<file path="src/rtl/serial_parallel_align.sv">
// -----------------------------------------------------------------------------
// serial_parallel_align
//
// Receive-side deserialiser for one PHY lane. Serial bits arrive on every
// rising edge of the fast bit clock and are shifted into a WIDTH-bit window.
// The block hunts for the COMMA symbol to find word alignment. It declares lock
// after LOCK_COUNT consecutive commas on word boundaries. While locked, it
// presents each completed word with a valid qualifier and a one-cycle strobe.
// With REALIGN_EN set, a comma seen off the word boundary while locked forces
// the block back into alignment.
//
// Ports
//   clk_32f      in   1      bit clock, the only clock; all logic on rising edge
//   reset        in   1      synchronous active-high reset
//   data_in      in   1      serial bit, sampled on every edge
//   data_out     out  WIDTH  last word captured on a boundary while locked
//   valid_out    out  1      data_out holds a valid non-comma word
//   word_strobe  out  1      one-cycle pulse when data_out/valid_out update
//   locked       out  1      high while in the LOCKED state
//   realign      out  1      one-cycle pulse when an off-boundary comma
//                            forces realignment
// -----------------------------------------------------------------------------
module serial_parallel_align #(
    parameter int               WIDTH      = 8,
    parameter logic [WIDTH-1:0] COMMA      = 8'hBC,
    parameter int               LOCK_COUNT = 4,
    parameter bit               MSB_FIRST  = 1'b1,
    parameter bit               REALIGN_EN = 1'b1
) (
    input  logic             clk_32f,
    input  logic             reset,
    input  logic             data_in,
    output logic [WIDTH-1:0] data_out,
    output logic             valid_out,
    output logic             word_strobe,
    output logic             locked,
    output logic             realign
);

    localparam int BIT_W = (WIDTH > 1) ? $clog2(WIDTH) : 1;
    localparam int CNT_W = $clog2(LOCK_COUNT + 1);

    localparam logic [BIT_W-1:0] LAST_BIT    = BIT_W'(WIDTH - 1);
    localparam logic [CNT_W-1:0] LOCK_TARGET = CNT_W'(LOCK_COUNT);
    localparam logic [CNT_W:0]   LOCK_WIDE   = (CNT_W + 1)'(LOCK_COUNT);

    typedef enum logic [1:0] {
        HUNT,
        ALIGN,
        LOCKED
    } state_e;

    state_e           state_q,     state_d;
    logic [WIDTH-1:0] shiftReg_q,  shiftReg_d;
    logic [BIT_W-1:0] bitCnt_q,    bitCnt_d;
    logic [CNT_W-1:0] commaCnt_q,  commaCnt_d;
    logic [WIDTH-1:0] dataOut_q,   dataOut_d;
    logic             validOut_q,  validOut_d;
    logic             strobe_q,    strobe_d;
    logic             realign_q,   realign_d;

    logic             isComma;
    logic             boundary;
    logic [CNT_W:0]   commaInc;

    // The new window includes the bit arriving on this edge, so every comma
    // decision is made on the same edge that samples the comma's last bit.
    always_comb begin
        if (MSB_FIRST) begin
            shiftReg_d = {shiftReg_q[WIDTH-2:0], data_in};
        end else begin
            shiftReg_d = {data_in, shiftReg_q[WIDTH-1:1]};
        end
        isComma  = (shiftReg_d == COMMA);
        boundary = (bitCnt_q == LAST_BIT);
        commaInc = {1'b0, commaCnt_q} + 1'b1;
    end

    // State and datapath registers. Reset takes priority over everything,
    // including a word in flight or an established lock.
    always_ff @(posedge clk_32f) begin
        if (reset) begin
            state_q    <= HUNT;
            shiftReg_q <= '0;
            bitCnt_q   <= '0;
            commaCnt_q <= '0;
            dataOut_q  <= '0;
            validOut_q <= 1'b0;
            strobe_q   <= 1'b0;
            realign_q  <= 1'b0;
        end else begin
            state_q    <= state_d;
            shiftReg_q <= shiftReg_d;
            bitCnt_q   <= bitCnt_d;
            commaCnt_q <= commaCnt_d;
            dataOut_q  <= dataOut_d;
            validOut_q <= validOut_d;
            strobe_q   <= strobe_d;
            realign_q  <= realign_d;
        end
    end

    // Next-state logic. Resetting bitCnt to zero on a detected comma makes the
    // following bit the first bit of a word. In LOCKED, a comma on the boundary
    // is an ordinary word, so the boundary branch is checked first.
    always_comb begin
        state_d    = state_q;
        bitCnt_d   = boundary ? '0 : bitCnt_q + 1'b1;
        commaCnt_d = commaCnt_q;
        dataOut_d  = dataOut_q;
        validOut_d = validOut_q;
        strobe_d   = 1'b0;
        realign_d  = 1'b0;

        case (state_q)
            HUNT: begin
                if (isComma) begin
                    bitCnt_d   = '0;
                    commaCnt_d = CNT_W'(1);
                    if (LOCK_COUNT == 1) begin
                        state_d = LOCKED;
                    end else begin
                        state_d = ALIGN;
                    end
                end
            end

            ALIGN: begin
                if (boundary) begin
                    if (isComma) begin
                        if (commaInc >= LOCK_WIDE) begin
                            commaCnt_d = LOCK_TARGET;
                            state_d    = LOCKED;
                        end else begin
                            commaCnt_d = commaInc[CNT_W-1:0];
                        end
                    end else begin
                        commaCnt_d = '0;
                        state_d    = HUNT;
                    end
                end
            end

            LOCKED: begin
                if (boundary) begin
                    dataOut_d  = shiftReg_d;
                    strobe_d   = 1'b1;
                    validOut_d = !isComma;
                end else if (REALIGN_EN && isComma) begin
                    bitCnt_d   = '0;
                    validOut_d = 1'b0;
                    realign_d  = 1'b1;
                    commaCnt_d = CNT_W'(1);
                    if (LOCK_COUNT != 1) begin
                        state_d = ALIGN;
                    end
                end
            end

            default: begin
                state_d = HUNT;
            end
        endcase
    end

    // Outputs come straight from registers; locked is a decode of the state.
    always_comb begin
        data_out    = dataOut_q;
        valid_out   = validOut_q;
        word_strobe = strobe_q;
        locked      = (state_q == LOCKED);
        realign     = realign_q;
    end

endmodule

</file>
<file path="config.mk">
export PLATFORM = sky130hd
export DESIGN_NAME = serial_parallel_align
export DESIGN_NICKNAME = d
export VERILOG_FILES = /design/src/rtl/serial_parallel_align.sv
export SDC_FILE = /design/constraint.sdc
export NUM_CORES = 1
export LEC_CHECK = 0
export ABC_AREA = 0
export BUFFER_PORTS_ARGS = -buffer_cell sky130_fd_sc_hd__buf_2
export CAP_MARGIN = 5
export CORE_ASPECT_RATIO = 1.2
export CORE_UTILIZATION = 58
export DETAILED_ROUTE_END_ITERATION = 8
export PLACE_DENSITY = 0.8
export SLEW_MARGIN = 20
export SYNTH_ARGS = -nofsm -noshare
export SYNTH_HDL_FRONTEND = slang
export SYNTH_SLANG_ARGS = --single-unit
</file>
<file path="constraint.sdc">
create_clock -name clk_32f -period 2.6 [get_ports clk_32f]
set_clock_uncertainty 0.1 [all_clocks]
set_input_delay 0.13 -clock clk_32f [delete_from_list [all_inputs] [get_ports clk_32f]]
set_output_delay 0.13 -clock clk_32f [all_outputs]
set_load 0.05 [all_outputs]
</file>
==> impl_metrics.ini <==
[run_status]
status = complete, no violations

[detailed_routing]
firstDrtPassIters = 4
vias_per_cell = 5.57
wl_mm = 1.88
drtIter0Drc = 11
num_vias = 797
ant_nets = 0
drc = 0
wl_per_cell_um = 13.2

[die]
start_util_pct = 63.2
pin_count = 15
die_area_sq_mm = 0.00198
die_h_um = 48.6
rows = 16
die_x_um = 40.8
coreArea_sq_mm = 0.00166

[sta]
setup_ws_ns = 1.00
tightest_slew_ns = 0.466
fin_crit_sh_pct = 61.5
period_minus_slack_ns = 1.60
rsz0062_at_grt = no
finalHoldViolations = 0
hold_slack_ns = 0.146
slew_headroom_pct = 68.9
fmax_mhz = 626
tns_ns = 0
setup_viol = 0
maxSlewViolCount = 0

[yosys]
synth_seq_cells = 26
avgSynthCellArea_sq_um = 9.29
yosysUniqueCellTypes = 35
netlist_area_sq_mm = 0.00105
synth_enable_flop_cells = 0
syn_inst = 113
synthTopCellsByArea = dfxtp_1 50%, nand2_1 7.5%, a21oi_1 5.7%, nor2b_1 4.8%, ha_1 3.6%
synth.most_common_cell = dfxtp_1
syn_nets = 119
synth_top_cells_by_count = 26 x dfxtp_1, 21 x nand2_1, 12 x a21oi_1
synth.top_cell.area_share_pct = 49.6
async_reset_ff_share_pct = 0
synth_top_cell_by_area = dfxtp_1
synthFlopType = dfxtp_1
seq_area_frac_synth_pct = 49.6
yosys_warnings = 0

[global_routing]
first_global_vias = 755
grt_antenna_before_repair = 0
grtUsageTotal_pct = 21.4
overflow = 0
grt_max_degree = 28
grt_pass1_wl_mm = 3.02

[final_layout]
antenna_cells = 0
syn_to_final_growth_pct = 9.06
drive_above_1_share_pct = 20.0
fillers = 138
fin_nets = 132

[power_and_ir_drop]
vdd.ir_drop.worst_v = 0.000367
p_leak_nw = 0.462
p_per_area_mw_per_mm2 = 547

[clock_tree]
cts_tree = done
cts_max_path_buffers = 2
clk_latency_ns = 0.32
numCtsBuffers = 3
cts_resized = 0
cts.htree.levels = 1
path_clk_slew_ns = 0.13
clock-sinks = 26
clock_tree.root_cell = clkbuf_4

[place]
io_buffers = 14
dpl.hpwl_mm = 1.28
gp_congestion = 0.748
place_ws_ns = 1.08

[hold_path]
worstHoldEndpoint = word_strobe$_SDFF_PP0_
min_path_cells = 2
hold_path.class = in -> reg
holdCritStartpoint = reset

[critical_path]
end_kind = primary output
critical_path_class = reg -> out
reg2reg_from = bitCnt_q[0]$_SDFF_PP0_
start_kind = flip-flop
required_ns = 2.37
reg2reg_slack_ns = 1.01
r2r_cells = 5
cp.arrival_ns = 1.37
r2r_end = data_out[3]$_SDFFE_PP0P_
worstPathMaxFanout = 7

[job]
drv_cap = 0
power breakdown:
group / switching (mW) / internal (mW) / total, mW
clock: 0.111 / 0.0857 / 0.197
sequential: 0.00487 / 0.405 / 0.410
combinational: 0.0104 / 0.00876 / 0.0191
total: 0.126 / 0.499 / 0.626
flip-flops by register name (all words and copies together), names as in the netlist:
| register | flops |
|---|---|
| data_out | 8 |
| state_q | 2 |
| valid_out | 1 |
| commaCnt_q | 3 |
| shiftReg_q | 7 |
| bitCnt_q | 3 |
| realign | 1 |
| word_strobe | 1 |
through the flow:
step	utilization [%]	power, mW	instance area, sq um	std cells
floorplan	-	0.432	1050	113
global placement	66.1	0.436	1100	138
detailed placement	66.1	0.437	1100	138
CTS	68.9	0.631	1140	143
global route	68.9	0.649	1140	143
finish	68.9	0.626	1140	143
how the worst max path moves through the flow:
stage | startpoint | endpoint | slack (ns) | cells past startpoint
after floorplan | bitCnt_q[0]$_SDFF_PP0_ | valid_out$_SDFFE_PP0P_ | 1.16 | 7
after global placement | bitCnt_q[0]$_SDFF_PP0_ | data_out[2]$_SDFFE_PP0P_ | 1.15 | 5
after detailed placement | bitCnt_q[0]$_SDFF_PP0_ | data_out[7]$_SDFFE_PP0P_ | 1.08 | 5
after CTS | state_q[1]$_SDFFE_PP0P_ | locked | 1.01 | 2
after global routing | bitCnt_q[0]$_SDFF_PP0_ | data_out[3]$_SDFFE_PP0P_ | 0.87 | 5
final | state_q[1]$_SDFFE_PP0P_ | locked | 1.00 | 2
logic make-up after synthesis:
logic type      count (synthesis)  share of synthesized area [%]
simple gates                   50                           26.1
flops                          26                           49.6
compound gates                 25                           15.4
buf+inv                         8                           4.53
fa+ha+maj                       3                           3.58
xor+xnor                        1                          0.834
placed cells by master, fill, tap and decap left out, types with 2 or more instances in the layout:
cell      netlist  layout
a21o_1          2       2
a21oi_1        12      12
and2_1          2       2
buf_2           2      14
clkbuf_4        0       3
dfxtp_1        26      26
ha_1            3       3
nand2_1        21      21
nor2_1          4       4
nor2b_1         8       8
nor4b_1         2       2
o21ai_0         4       4
critical path, stage by stage (launching register included):
cell and delay, ns:
dfxtp_1 0.44, nor2b_2 0.30, buf_2 0.31
layout make-up:
cell class	count	area, sq um	share of cell area (%)
inverter	1	3.75	0.328
multi-input combinational	79	482	42.1
tap	18	22.5	1.97
timing repair buffer	15	80.1	6.99
clock buffer	4	36.3	3.17
sequential	26	520	45.5
per-layer routing:
layer	track usage [%]	vias to the layer above	wire length [um]
li1	-	408	-
met3	2.75	5	42
met4	8.33	0	34
met1	25.6	373	849
met5	0	-	0
met2	35.9	11	957
timing repair:
action | CTS | global route
endpoints found under the hold margin | 2 | 0
buffers inserted | 0 | 0
setup endpoints to repair | 0 | 0
hold buffers | 1 | 0
Power figures use the tool's default switching activity.
